<file path="config.mk">
export PLATFORM = sky130hd
export DESIGN_NAME = etc_calc_arbiter_flat
export DESIGN_NICKNAME = d
export VERILOG_FILES = /design/src/rtl/etc_calc_arbiter_if.sv /design/src/rtl/etc_calc_arbiter.sv /design/src/flat_wrapper.sv
export SDC_FILE = /design/constraint.sdc
export NUM_CORES = 1
export LEC_CHECK = 0
export ABC_CLOCK_PERIOD_IN_PS = 3500
export CAP_MARGIN = 15
export CELL_PAD_IN_SITES_DETAIL_PLACEMENT = 0
export CELL_PAD_IN_SITES_GLOBAL_PLACEMENT = 1
export CORE_MARGIN = 4
export CORE_UTILIZATION = 34
export DETAILED_ROUTE_END_ITERATION = 6
export PLACE_DENSITY = 0.89
export SKIP_CTS_REPAIR_TIMING = 1
export SYNTH_ARGS = -nofsm -noshare
export SYNTH_HDL_FRONTEND = slang
export SYNTH_SLANG_ARGS = --single-unit
</file>
<file path="constraint.sdc">
create_clock -name clk -period 3.5 [get_ports clk]
set_input_delay 0.7 -clock clk [delete_from_list [all_inputs] [get_ports clk]]
set_output_delay 0.7 -clock clk [all_outputs]
set_load 0.005 [all_outputs]
</file>
<file path="src/rtl/etc_calc_arbiter_if.sv">
// Lane/datapath bundle for the ETC speed-calculation arbiter.
// master = arbiter side, slave = lane controllers plus shared datapath.
interface etc_calc_arbiter_if #(
  parameter int NUM_LANES   = 4,
  parameter int WIDTH_TIK   = 16,
  parameter int WIDTH_SPEED = 14
);
  localparam int GID_W = (NUM_LANES > 1) ? $clog2(NUM_LANES) : 1;

  logic [NUM_LANES-1:0]           req;
  logic [NUM_LANES*WIDTH_TIK-1:0] tik_in;
  logic                           dp_start;
  logic [WIDTH_TIK-1:0]           dp_tik;
  logic                           dp_done;
  logic [WIDTH_SPEED-1:0]         dp_speed;
  logic [NUM_LANES-1:0]           ack;
  logic [WIDTH_SPEED-1:0]         speed_out;
  logic                           err;
  logic                           busy;
  logic [GID_W-1:0]               grant_id;

  modport master (
    input  req, tik_in, dp_done, dp_speed,
    output dp_start, dp_tik, ack, speed_out, err, busy, grant_id
  );

  modport slave (
    output req, tik_in, dp_done, dp_speed,
    input  dp_start, dp_tik, ack, speed_out, err, busy, grant_id
  );
endinterface

</file>
<file path="src/rtl/etc_calc_arbiter.sv">
// Round-robin arbiter sharing one speed-calculation datapath between lane
// controllers; aborts with err when the datapath does not answer in time.
module etc_calc_arbiter #(
  parameter int NUM_LANES   = 4,
  parameter int WIDTH_TIK   = 16,
  parameter int WIDTH_SPEED = 14,
  parameter int TIMEOUT     = 1023
) (
  input  logic                 clk,
  input  logic                 reset,
  etc_calc_arbiter_if.master   bus
);
  localparam int GID_W = (NUM_LANES > 1) ? $clog2(NUM_LANES) : 1;
  localparam int TMR_W = (TIMEOUT > 0) ? $clog2(TIMEOUT + 1) : 1;

  typedef enum logic [1:0] {S_IDLE, S_LAUNCH, S_WAIT, S_RESP} state_t;

  state_t                 state_q, state_d;
  logic [GID_W-1:0]       grant_q, grant_d;
  logic [GID_W-1:0]       last_q, last_d;
  logic [WIDTH_TIK-1:0]   tik_q, tik_d;
  logic [TMR_W-1:0]       timer_q, timer_d;
  logic [WIDTH_SPEED-1:0] speed_q, speed_d;
  logic                   err_q, err_d;
  logic [NUM_LANES-1:0]   ack_q, ack_d;
  logic                   start_q, start_d;
  logic                   busy_q, busy_d;

  logic [WIDTH_TIK-1:0]   tik_arr_s [NUM_LANES];
  logic                   found_s;
  logic [GID_W-1:0]       sel_s;
  logic [GID_W-1:0]       idx_s;

  for (genvar g = 0; g < NUM_LANES; g++) begin : g_tik
    assign tik_arr_s[g] = bus.tik_in[g*WIDTH_TIK +: WIDTH_TIK];
  end

  // Next-state, round-robin pick and registered-output precompute
  always_comb begin
    state_d = state_q;
    grant_d = grant_q;
    last_d  = last_q;
    tik_d   = tik_q;
    timer_d = timer_q;
    speed_d = speed_q;
    err_d   = 1'b0;
    ack_d   = '0;
    start_d = 1'b0;
    found_s = 1'b0;
    sel_s   = '0;
    idx_s   = '0;

    // Search upward from the lane after the last served one, wrapping.
    for (int k = 1; k <= NUM_LANES; k++) begin
      idx_s = GID_W'((int'(last_q) + k) % NUM_LANES);
      if (!found_s && bus.req[idx_s]) begin
        found_s = 1'b1;
        sel_s   = idx_s;
      end else begin
        found_s = found_s;
      end
    end

    case (state_q)
      S_IDLE: begin
        if (found_s) begin
          grant_d = sel_s;
          tik_d   = tik_arr_s[sel_s];
          start_d = 1'b1;
          state_d = S_LAUNCH;
        end else begin
          state_d = S_IDLE;
        end
      end
      S_LAUNCH: begin
        timer_d = '0;
        state_d = S_WAIT;
      end
      S_WAIT: begin
        // A done in the timeout cycle still counts as a good result.
        if (bus.dp_done) begin
          speed_d         = bus.dp_speed;
          err_d           = 1'b0;
          ack_d[grant_q]  = 1'b1;
          state_d         = S_RESP;
        end else if (timer_q == TMR_W'(TIMEOUT)) begin
          speed_d         = '0;
          err_d           = 1'b1;
          ack_d[grant_q]  = 1'b1;
          state_d         = S_RESP;
        end else begin
          timer_d = timer_q + TMR_W'(1);
        end
      end
      S_RESP: begin
        last_d  = grant_q;
        state_d = S_IDLE;
      end
      default: begin
        state_d = S_IDLE;
      end
    endcase

    busy_d = (state_d != S_IDLE);
  end

  // State and output registers
  always_ff @(posedge clk or posedge reset) begin
    if (reset) begin
      state_q <= S_IDLE;
      grant_q <= '0;
      last_q  <= GID_W'(NUM_LANES - 1);
      tik_q   <= '0;
      timer_q <= '0;
      speed_q <= '0;
      err_q   <= 1'b0;
      ack_q   <= '0;
      start_q <= 1'b0;
      busy_q  <= 1'b0;
    end else begin
      state_q <= state_d;
      grant_q <= grant_d;
      last_q  <= last_d;
      tik_q   <= tik_d;
      timer_q <= timer_d;
      speed_q <= speed_d;
      err_q   <= err_d;
      ack_q   <= ack_d;
      start_q <= start_d;
      busy_q  <= busy_d;
    end
  end

  assign bus.dp_start  = start_q;
  assign bus.dp_tik    = tik_q;
  assign bus.ack       = ack_q;
  assign bus.speed_out = speed_q;
  assign bus.err       = err_q;
  assign bus.busy      = busy_q;
  assign bus.grant_id  = grant_q;
endmodule

</file>
<file path="src/flat_wrapper.sv">
// flat-port wrapper written by rule: the top's interface ports become plain ports
module etc_calc_arbiter_flat 
#(
  parameter int NUM_LANES   = 4,
  parameter int WIDTH_TIK   = 16,
  parameter int WIDTH_SPEED = 14,
  parameter int TIMEOUT     = 1023
)
  (clk, reset, bus_req, bus_tik_in, bus_dp_done, bus_dp_speed, bus_dp_start, bus_dp_tik, bus_ack, bus_speed_out, bus_err, bus_busy, bus_grant_id);
  etc_calc_arbiter_if #(.NUM_LANES(NUM_LANES), .WIDTH_TIK(WIDTH_TIK), .WIDTH_SPEED(WIDTH_SPEED)) bus_i ();
  input  logic clk;
  input  logic reset;
  input wire logic [$bits(bus_i.req)-1:0] bus_req;
  input wire logic [$bits(bus_i.tik_in)-1:0] bus_tik_in;
  input wire logic [$bits(bus_i.dp_done)-1:0] bus_dp_done;
  input wire logic [$bits(bus_i.dp_speed)-1:0] bus_dp_speed;
  output wire logic [$bits(bus_i.dp_start)-1:0] bus_dp_start;
  output wire logic [$bits(bus_i.dp_tik)-1:0] bus_dp_tik;
  output wire logic [$bits(bus_i.ack)-1:0] bus_ack;
  output wire logic [$bits(bus_i.speed_out)-1:0] bus_speed_out;
  output wire logic [$bits(bus_i.err)-1:0] bus_err;
  output wire logic [$bits(bus_i.busy)-1:0] bus_busy;
  output wire logic [$bits(bus_i.grant_id)-1:0] bus_grant_id;
  assign bus_i.req = bus_req;
  assign bus_i.tik_in = bus_tik_in;
  assign bus_i.dp_done = bus_dp_done;
  assign bus_i.dp_speed = bus_dp_speed;
  assign bus_dp_start = bus_i.dp_start;
  assign bus_dp_tik = bus_i.dp_tik;
  assign bus_ack = bus_i.ack;
  assign bus_speed_out = bus_i.speed_out;
  assign bus_err = bus_i.err;
  assign bus_busy = bus_i.busy;
  assign bus_grant_id = bus_i.grant_id;
  etc_calc_arbiter #(.NUM_LANES(NUM_LANES), .WIDTH_TIK(WIDTH_TIK), .WIDTH_SPEED(WIDTH_SPEED), .TIMEOUT(TIMEOUT)) u_core (.clk(clk), .reset(reset), .bus(bus_i));
endmodule
</file>
==> results of run 1 <==
-- flip-flops by register name, summed over array words and instances, names as in the netlist --
signal                count
u_core.last_q             2
u_core.bus.busy           1
u_core.state_q            2
u_core.bus.speed_out     14
u_core.bus.grant_id       2
u_core.bus.dp_tik        16
u_core.bus.ack            4
u_core.bus.err            1
u_core.bus.dp_start       1
u_core.timer_q           10
-- layer usage --
layer	routed length (µm)	vias up	track usage, %
li1	-	1116	-
met1	3140	1127	19.6
met2	4110	52	28.8
met3	250	12	2.73
met4	195	0	5.75
met5	0	-	0
-- metrics by stage --
stage	utilization [%]	power (W)	hold WS, ns
floorplan	-	0.00187	0.451
global placement	52.1	0.00250	0.469
detailed placement	52.1	0.00254	0.472
CTS	53.2	0.00289	0.497
global route	53.2	0.00307	0.516
finish	53.2	0.00285	0.494
-- path summary, 6_finish.rpt --
path | slack [ns] | from | cells past startpoint | endpoint
worst max-delay path | 1.05 | bus_req[3] | 6 | u_core.bus.dp_tik[13]
worst min-delay path | 0.49 | u_core.bus.dp_tik[9] | 2 | u_core.bus.dp_tik[9]
worst max register to register | 1.12 | u_core.state_q[0] | 8 | u_core.timer_q[8]
worst min register to register | 0.49 | u_core.bus.dp_tik[9] | 2 | u_core.bus.dp_tik[9]
max in group asynchronous | 2.00 | reset | 3 | u_core.last_q[1]
min in group asynchronous | 0.67 | reset | 2 | u_core.bus.dp_tik[15]
-- placed cells by master (no fill, tap or decap), types with 3 or more instances in the layout --
master           count
clkdlybuf4s50_1    123
dfrtp_1             51
mux2i_1             32
nand2_1             30
a22o_1              14
o221ai_2            14
nor2_1               8
buf_4                7
nand2b_1             6
o21ai_0              6
ha_1                 6
a21oi_1              5
clkbuf_8             5
nor4_1               4
inv_1                4
nand4_1              3
xnor2_1              3
o221ai_1             3
a31oi_1              3
-- worst max-delay path: cells and delay by family --
kind	cells	cell delay, ns
compound gates	1	0.18
buf+inv	2	0.55
simple gates	3	1.18
-- power by group --
group	total [W]	switching (W)	internal [W]
combinational	0.00150	0.000675	0.000827
clock	0.000336	0.000196	0.000139
sequential	0.00101	0.000155	0.000854
-- cells by family (layout without fill, tap and decap cells) --
group	count (synthesis)	count (layout)
DFF	53	53
AOI/OAI and AO/OA	55	55
buffers and inverters	20	144
xor gates and xnor gates	3	3
and+or+nand+nor	66	66
muxes	34	34
adders and majority gates	6	6
-- final cells by class --
class                           instances  share of cell area (%)
Sequential cell                        53                    32.2
Multi-Input combinational cell        164                    31.1
Timing Repair Buffer                  130                    31.1
Tap cell                              102                    3.09
Clock buffer                            6                    1.76
Inverter                                6                   0.545
Clock inverter                          2                   0.242
==> key figures, run 1 <==
STA
  • Slew Viols, Final: 0
  • Slew @ Worst Pin: 0.557 ns
  • Final Worst Setup Slack: 1.05 ns
  • Worst Clk Skew: about 0.010 ns
  • Fin crit period: around 2.4 ns
  • Slew margin rel.: around 63%
  • RSZ-0062 raised after global routing: false
  • Max Freq: between 400 and 500 MHz
  • TNS Setup: 0 ns
  • Final Cycle Share: between 60% and 70%
  • Final hold vios: 0
  • Final setup fails: 0

Placed design
  • I/O Buffers: approximately 120
  • Pre-CTS setup slack: 0.726 ns
  • Post-placement cell area: slightly above 4000 µm²
  • GP Congestion: between 0.7 and 0.8
  • Placed Instances: roughly 460
  • Post-DP HPWL: roughly 5.9 mm

Synthesis
  • Synth warn: 0
  • Synth Area in XOR/XNOR: less than 1%
  • Yosys top cell area share: between 40% and 50%
  • Netlist Area Pre-Place: around 2700 µm²
  • Synth top area cells: dfrtp_1, mux2i_1, o221ai_2
  • Synth top cells by count: dfrtp_1, mux2i_1, nand2_1
  • Portion of netlist area occupied by mux cells: roughly 13%
  • Mapped Cells: roughly 240
  • Compound-Gate Fraction of Synth Area: around a fifth
  • Mean post-synth cell area: approximately 12 µm²
  • Post-synthesis net count: 328
  • Post-synthesis adder-cell area fraction: roughly 2.7%
  • Count of different cell masters after synthesis: 43
  • Main synth FF type: dfrtp_1
  • Ys async rst share: between 90% and 100%
  • Number of enable flip-flop cells after synthesis: 0
  • Seq/Total Area, Yosys: between 40% and 50%
  • #FFs+latches synth: 53
  • Largest family of logic cells by synthesized area: compound AO/OA/AOI/OAI gates
  • Most common cell in the netlist: dfrtp_1
  • Yosys top cell by area: dfrtp_1
  • Simple-Gate Fraction of Synth Area: 12.0%

Critical path
  • Worst Path Required: around 3.7 ns
  • Critical Path AT: around 2.6 ns
  • Critical path class: input pin to register
  • Crit path cell chain: clkdlybuf4s50_1 > nor4_1 > nand2b_1 > inv_2 > nand2_2 > o221ai_1
  • Crit-path max cell delay: roughly 0.48 ns
  • Crit-path slowest cell: clkdlybuf4s50_1
  • Startpoint Class: input pin
  • CP max FO: 16
  • CP endpoint kind: register

Route
  • DRC viols: 0
  • DRT Pass-1 Iters: 4
  • Post-Route WL: between 7 and 8 mm
  • Remaining antenna violation count: 0
  • Routed wire per std cell: 16.6 µm
  • Via count: 2307
  • Drt via density: about 5.0
  • Initial DRC count: 85

Worst hold path
  • Worst hold path class: register to register

GRT
  • Pin count of the biggest net entering global routing: 38
  • First-pass GRT wire length: approximately 13 mm
  • Antenna violations before repair: 0
  • Vias in the first global route: 2435
  • Tot GR Track Use: 16.2%
  • Remaining global-route overflow: 0

Clocking
  • Num CTS Buffers: 5
  • CTS HTree Levels: 2
  • Clock-pin slew on the worst setup and hold paths: around 0.10 ns
  • CTS tree: done
  • Clock Path Buffers: 2
  • Clk Tree Root Cell: clkbuf_8
  • Clk sinks: 53
  • Worst-Skew Late Latency: roughly 0.3 ns

Final layout
  • Nets: around 450
  • Area taken by flip-flops and latches: between 1000 and 1500 µm²
  • Fillers: approximately 710
  • Layout cell share with drive strength beyond 1: roughly 11%
  • Area of the multi-input gates: 1280 µm²
  • Design area: 4130 µm²
  • Final cell count without fillers: ~460
  • Antenna cells: 0
  • Area delta synth->final: 51.2%

Die
  • Rows: 32
  • Full die area: approximately 9500 µm²
  • Die Y: 97.6 µm
  • I/O pin count: 124
  • Core area: about 7800 µm²
  • Starting Density: a little over a third
  • Chip width: 97.6 µm

Flow run
  • Max cap viols: 0

Power
  • Largest vdd supply drop: 0.000255 V
  • Static Leakage: ~1.8 nW
  • PD cells: just under 700 nW/µm²

Run status
  • Status: completed
Note: power is estimated with default switching activity, not from simulation.
==> run 2: changes to the inputs <==
--- a/config.mk
+++ b/config.mk
@@ -5,14 +5,14 @@
 export SDC_FILE = /design/constraint.sdc
 export NUM_CORES = 1
 export LEC_CHECK = 0
-export ABC_CLOCK_PERIOD_IN_PS = 3500
+export ABC_CLOCK_PERIOD_IN_PS = 2100
 export CAP_MARGIN = 15
 export CELL_PAD_IN_SITES_DETAIL_PLACEMENT = 0
 export CELL_PAD_IN_SITES_GLOBAL_PLACEMENT = 1
 export CORE_MARGIN = 4
-export CORE_UTILIZATION = 34
+export CORE_UTILIZATION = 28
 export DETAILED_ROUTE_END_ITERATION = 6
-export PLACE_DENSITY = 0.89
+export PLACE_DENSITY = 0.79
 export SKIP_CTS_REPAIR_TIMING = 1
 export SYNTH_ARGS = -nofsm -noshare
 export SYNTH_HDL_FRONTEND = slang
==> constraint.sdc (replaced) <==
create_clock -name clk -period 2.1 [get_ports clk]
set_input_delay 0.42 -clock clk [delete_from_list [all_inputs] [get_ports clk]]
set_output_delay 0.42 -clock clk [all_outputs]
set_load 0.005 [all_outputs]
==> key figures, run 2 (synthesized netlist as in run 1, its figures left out) <==
Run status
  • Status: completed (unchanged)

Die
  • Core area: 9370 µm² (was 7770 µm²)
  • Die Y: 107 µm (was 97.6 µm)
  • Rows: 35 (was 32)
  • Starting Density: 29.1% (was 35.2%)
  • I/O pin count: 124 (unchanged)
  • Chip width: 107 µm (was 97.6 µm)
  • Full die area: 11400 µm² (was 9530 µm²)

Critical path
  • CP endpoint kind: register (unchanged)
  • Crit-path slowest cell: clkdlybuf4s50_1 (unchanged)
  • Crit-path leading delay family: buffers and inverters (was simple AND/OR/NAND/NOR gates)
  • Startpoint Class: input pin (unchanged)
  • Reg-to-Reg Start: u_core.state_q[1] (was u_core.state_q[0])
  • Worst Setup SP: bus_req[2] (was bus_req[3])
  • Critical Path AT: 2.11 ns (was 2.61 ns)
  • Worst-case reg-to-reg path depth: 8 (unchanged)
  • CP max FO: 32 (was 16)
  • Crit-path max cell delay: 0.52 ns (was 0.48 ns)
  • Critical path endpoint: u_core.bus.dp_tik[6] (was u_core.bus.dp_tik[13])
  • Worst reg2reg endpoint: u_core.bus.busy (was u_core.timer_q[8])
  • Crit path cell chain: clkdlybuf4s50_1 > nand2b_1 > a21oi_1 > nor3_4 > buf_12 > mux2i_1 > o221ai_2 (was clkdlybuf4s50_1 > nor4_1 > nand2b_1 > inv_2 > nand2_2 > o221ai_1)
  • Critical path class: input pin to register (unchanged)
  • WP buf/inv: 2 (unchanged)
  • Worst Path Required: 2.29 ns (was 3.66 ns)
  • Setup slack, reg-to-reg: 0.23 ns (was 1.12 ns)
  • Cell count along the critical path: 7 (was 6)

Route
  • Remaining antenna violation count: 0 (unchanged)
  • DRT Pass-1 Iters: 4 (unchanged)
  • Via count: 2337 (was 2307)
  • Initial DRC count: 108 (was 85)
  • Drt via density: 4.65 (was 4.98)
  • Post-Route WL: 8.07 mm (was 7.69 mm)
  • Routed wire per std cell: 16.0 µm (was 16.6 µm)
  • DRC viols: 0 (unchanged)

Placed design
  • Post-DP HPWL: 6.11 mm (was 5.90 mm)
  • GP Congestion: 0.785 (was 0.764)
  • I/O Buffers: 123 (unchanged)

Worst hold path
  • Worst hold path class: input pin to async pin (was register to register)

Final layout
  • Antenna cells: 0 (unchanged)
  • Commonest non-fill, non-tap cell in the layout: clkdlybuf4s50_1 (unchanged)
  • Util after Layout: 46.3% (was 53.2%)
  • Layout cell share with drive strength beyond 1: 14.4% (was 11.1%)
  • Nets: 465 (was 451)
  • Fillers: 911 (was 707)
  • Largest register FFs: 16 (unchanged)
  • Most frequent cells in the layout: clkdlybuf4s50_1, dfrtp_1, mux2i_1 (unchanged)
  • Area delta synth->final: 58.8% (was 51.2%)

GRT
  • First-pass GRT wire length: 12.6 mm (about the same)
  • Pin count of the biggest net entering global routing: 54 (was 38)
  • Remaining global-route overflow: 0 (unchanged)
  • Vias in the first global route: 2547 (was 2435)
  • Tot GR Track Use: 13.8% (was 16.2%)
  • Antenna violations before repair: 0 (unchanged)

STA
  • Final hold slack: 0.474 ns (was 0.494 ns)
  • Slew margin rel.: 67.4% (was 62.8%)
  • Slew Viols, Final: 0 (unchanged)
  • Final hold vios: 0 (unchanged)
  • Final setup fails: 0 (unchanged)
  • Max Freq: 520 MHz
  • Final Cycle Share: about 92%
  • RSZ-0062 raised after global routing: false (unchanged)
  • Worst Clk Skew: 0.00806 ns (was 0.0104 ns)
  • Slew @ Worst Pin: 0.490 ns (was 0.557 ns)
  • Fin crit period: between 1.5 and 2 ns
  • TNS Setup: 0 ns (unchanged)

Power
  • Largest vdd supply drop: 0.000507 V (was 0.000255 V)
  • PD cells: 1170 nW/µm² (was 689 nW/µm²)
  • Tot Pwr: 0.00506 W (was 0.00285 W)
  • Static Leakage: 1.85 nW (was 1.75 nW)

Clocking
  • Clk sinks: 53 (unchanged)
  • Num CTS Buffers: 5 (unchanged)
  • Clock Path Buffers: 2 (unchanged)
  • CTS tree: done (unchanged)
  • Clock-pin slew on the worst setup and hold paths: 0.10 ns (about the same)
  • Worst-Skew Late Latency: 0.30 ns (about the same)
  • CTS HTree Levels: 2 (unchanged)
  • Clk Tree Root Cell: clkbuf_8 (unchanged)

Flow run
  • Max cap viols: 0 (unchanged)
## run 2: power by group
part           total, W  switching (W)  internal, W  leakage (nW)
clock          0.000680       0.000333     0.000347        0.0540
combinational   0.00272        0.00118      0.00153          1.13
sequential      0.00166       0.000240      0.00142         0.672
total           0.00506        0.00176      0.00331          1.85
## run 2: worst min path at each step
stage                           from               endpoint  slack (ns)  cells past startpoint
2_1_floorplan      u_core.timer_q[8]      u_core.timer_q[8]        0.45                      1
6_report                       reset   u_core.bus.dp_tik[4]        0.47                      3
4_1_cts                        reset   u_core.bus.dp_tik[4]        0.48                      3
3_5_place_dp   u_core.bus.dp_tik[11]  u_core.bus.dp_tik[11]        0.47                      2
3_3_place_gp       u_core.timer_q[8]      u_core.timer_q[8]        0.47                      1
5_1_grt                        reset   u_core.bus.dp_tik[4]        0.50                      3
## run 2: layout make-up
cell class                      count  area [µm²]  share of cell area, %
Clock buffer                        5        68.8                   1.59
Clock inverter                      2        35.0                  0.808
Inverter                            6        22.5                  0.519
Multi-Input combinational cell    164        1280                   29.6
Sequential cell                    53        1330                   30.6
Tap cell                          129         161                   3.72
Timing Repair Buffer              144        1440                   33.1
## run 2: through the flow
step / std cells / worst slack, ns / cell area (µm²)
global route: 503 / 0.0404 / 4340
floorplan: 237 / 0.386 / 2730
global placement: 495 / -0.119 / 4230
detailed placement: 495 / -0.151 / 4230
CTS: 502 / -0.121 / 4330
finish: 503 / 0.177 / 4340
## run 2: per-layer routing
layer,GRT usage [%],vias up,wire (µm)
met5,0,-,0
met4,2.92,0,49
met3,2.89,2,319
met2,24.6,41,4220
met1,17.2,1145,3480
li1,-,1149,-
## run 2: worst min-delay path, stage by stage
cell,delay [ns]
clkdlybuf4s50_1,0.41
inv_2,0.07
buf_12,0.27
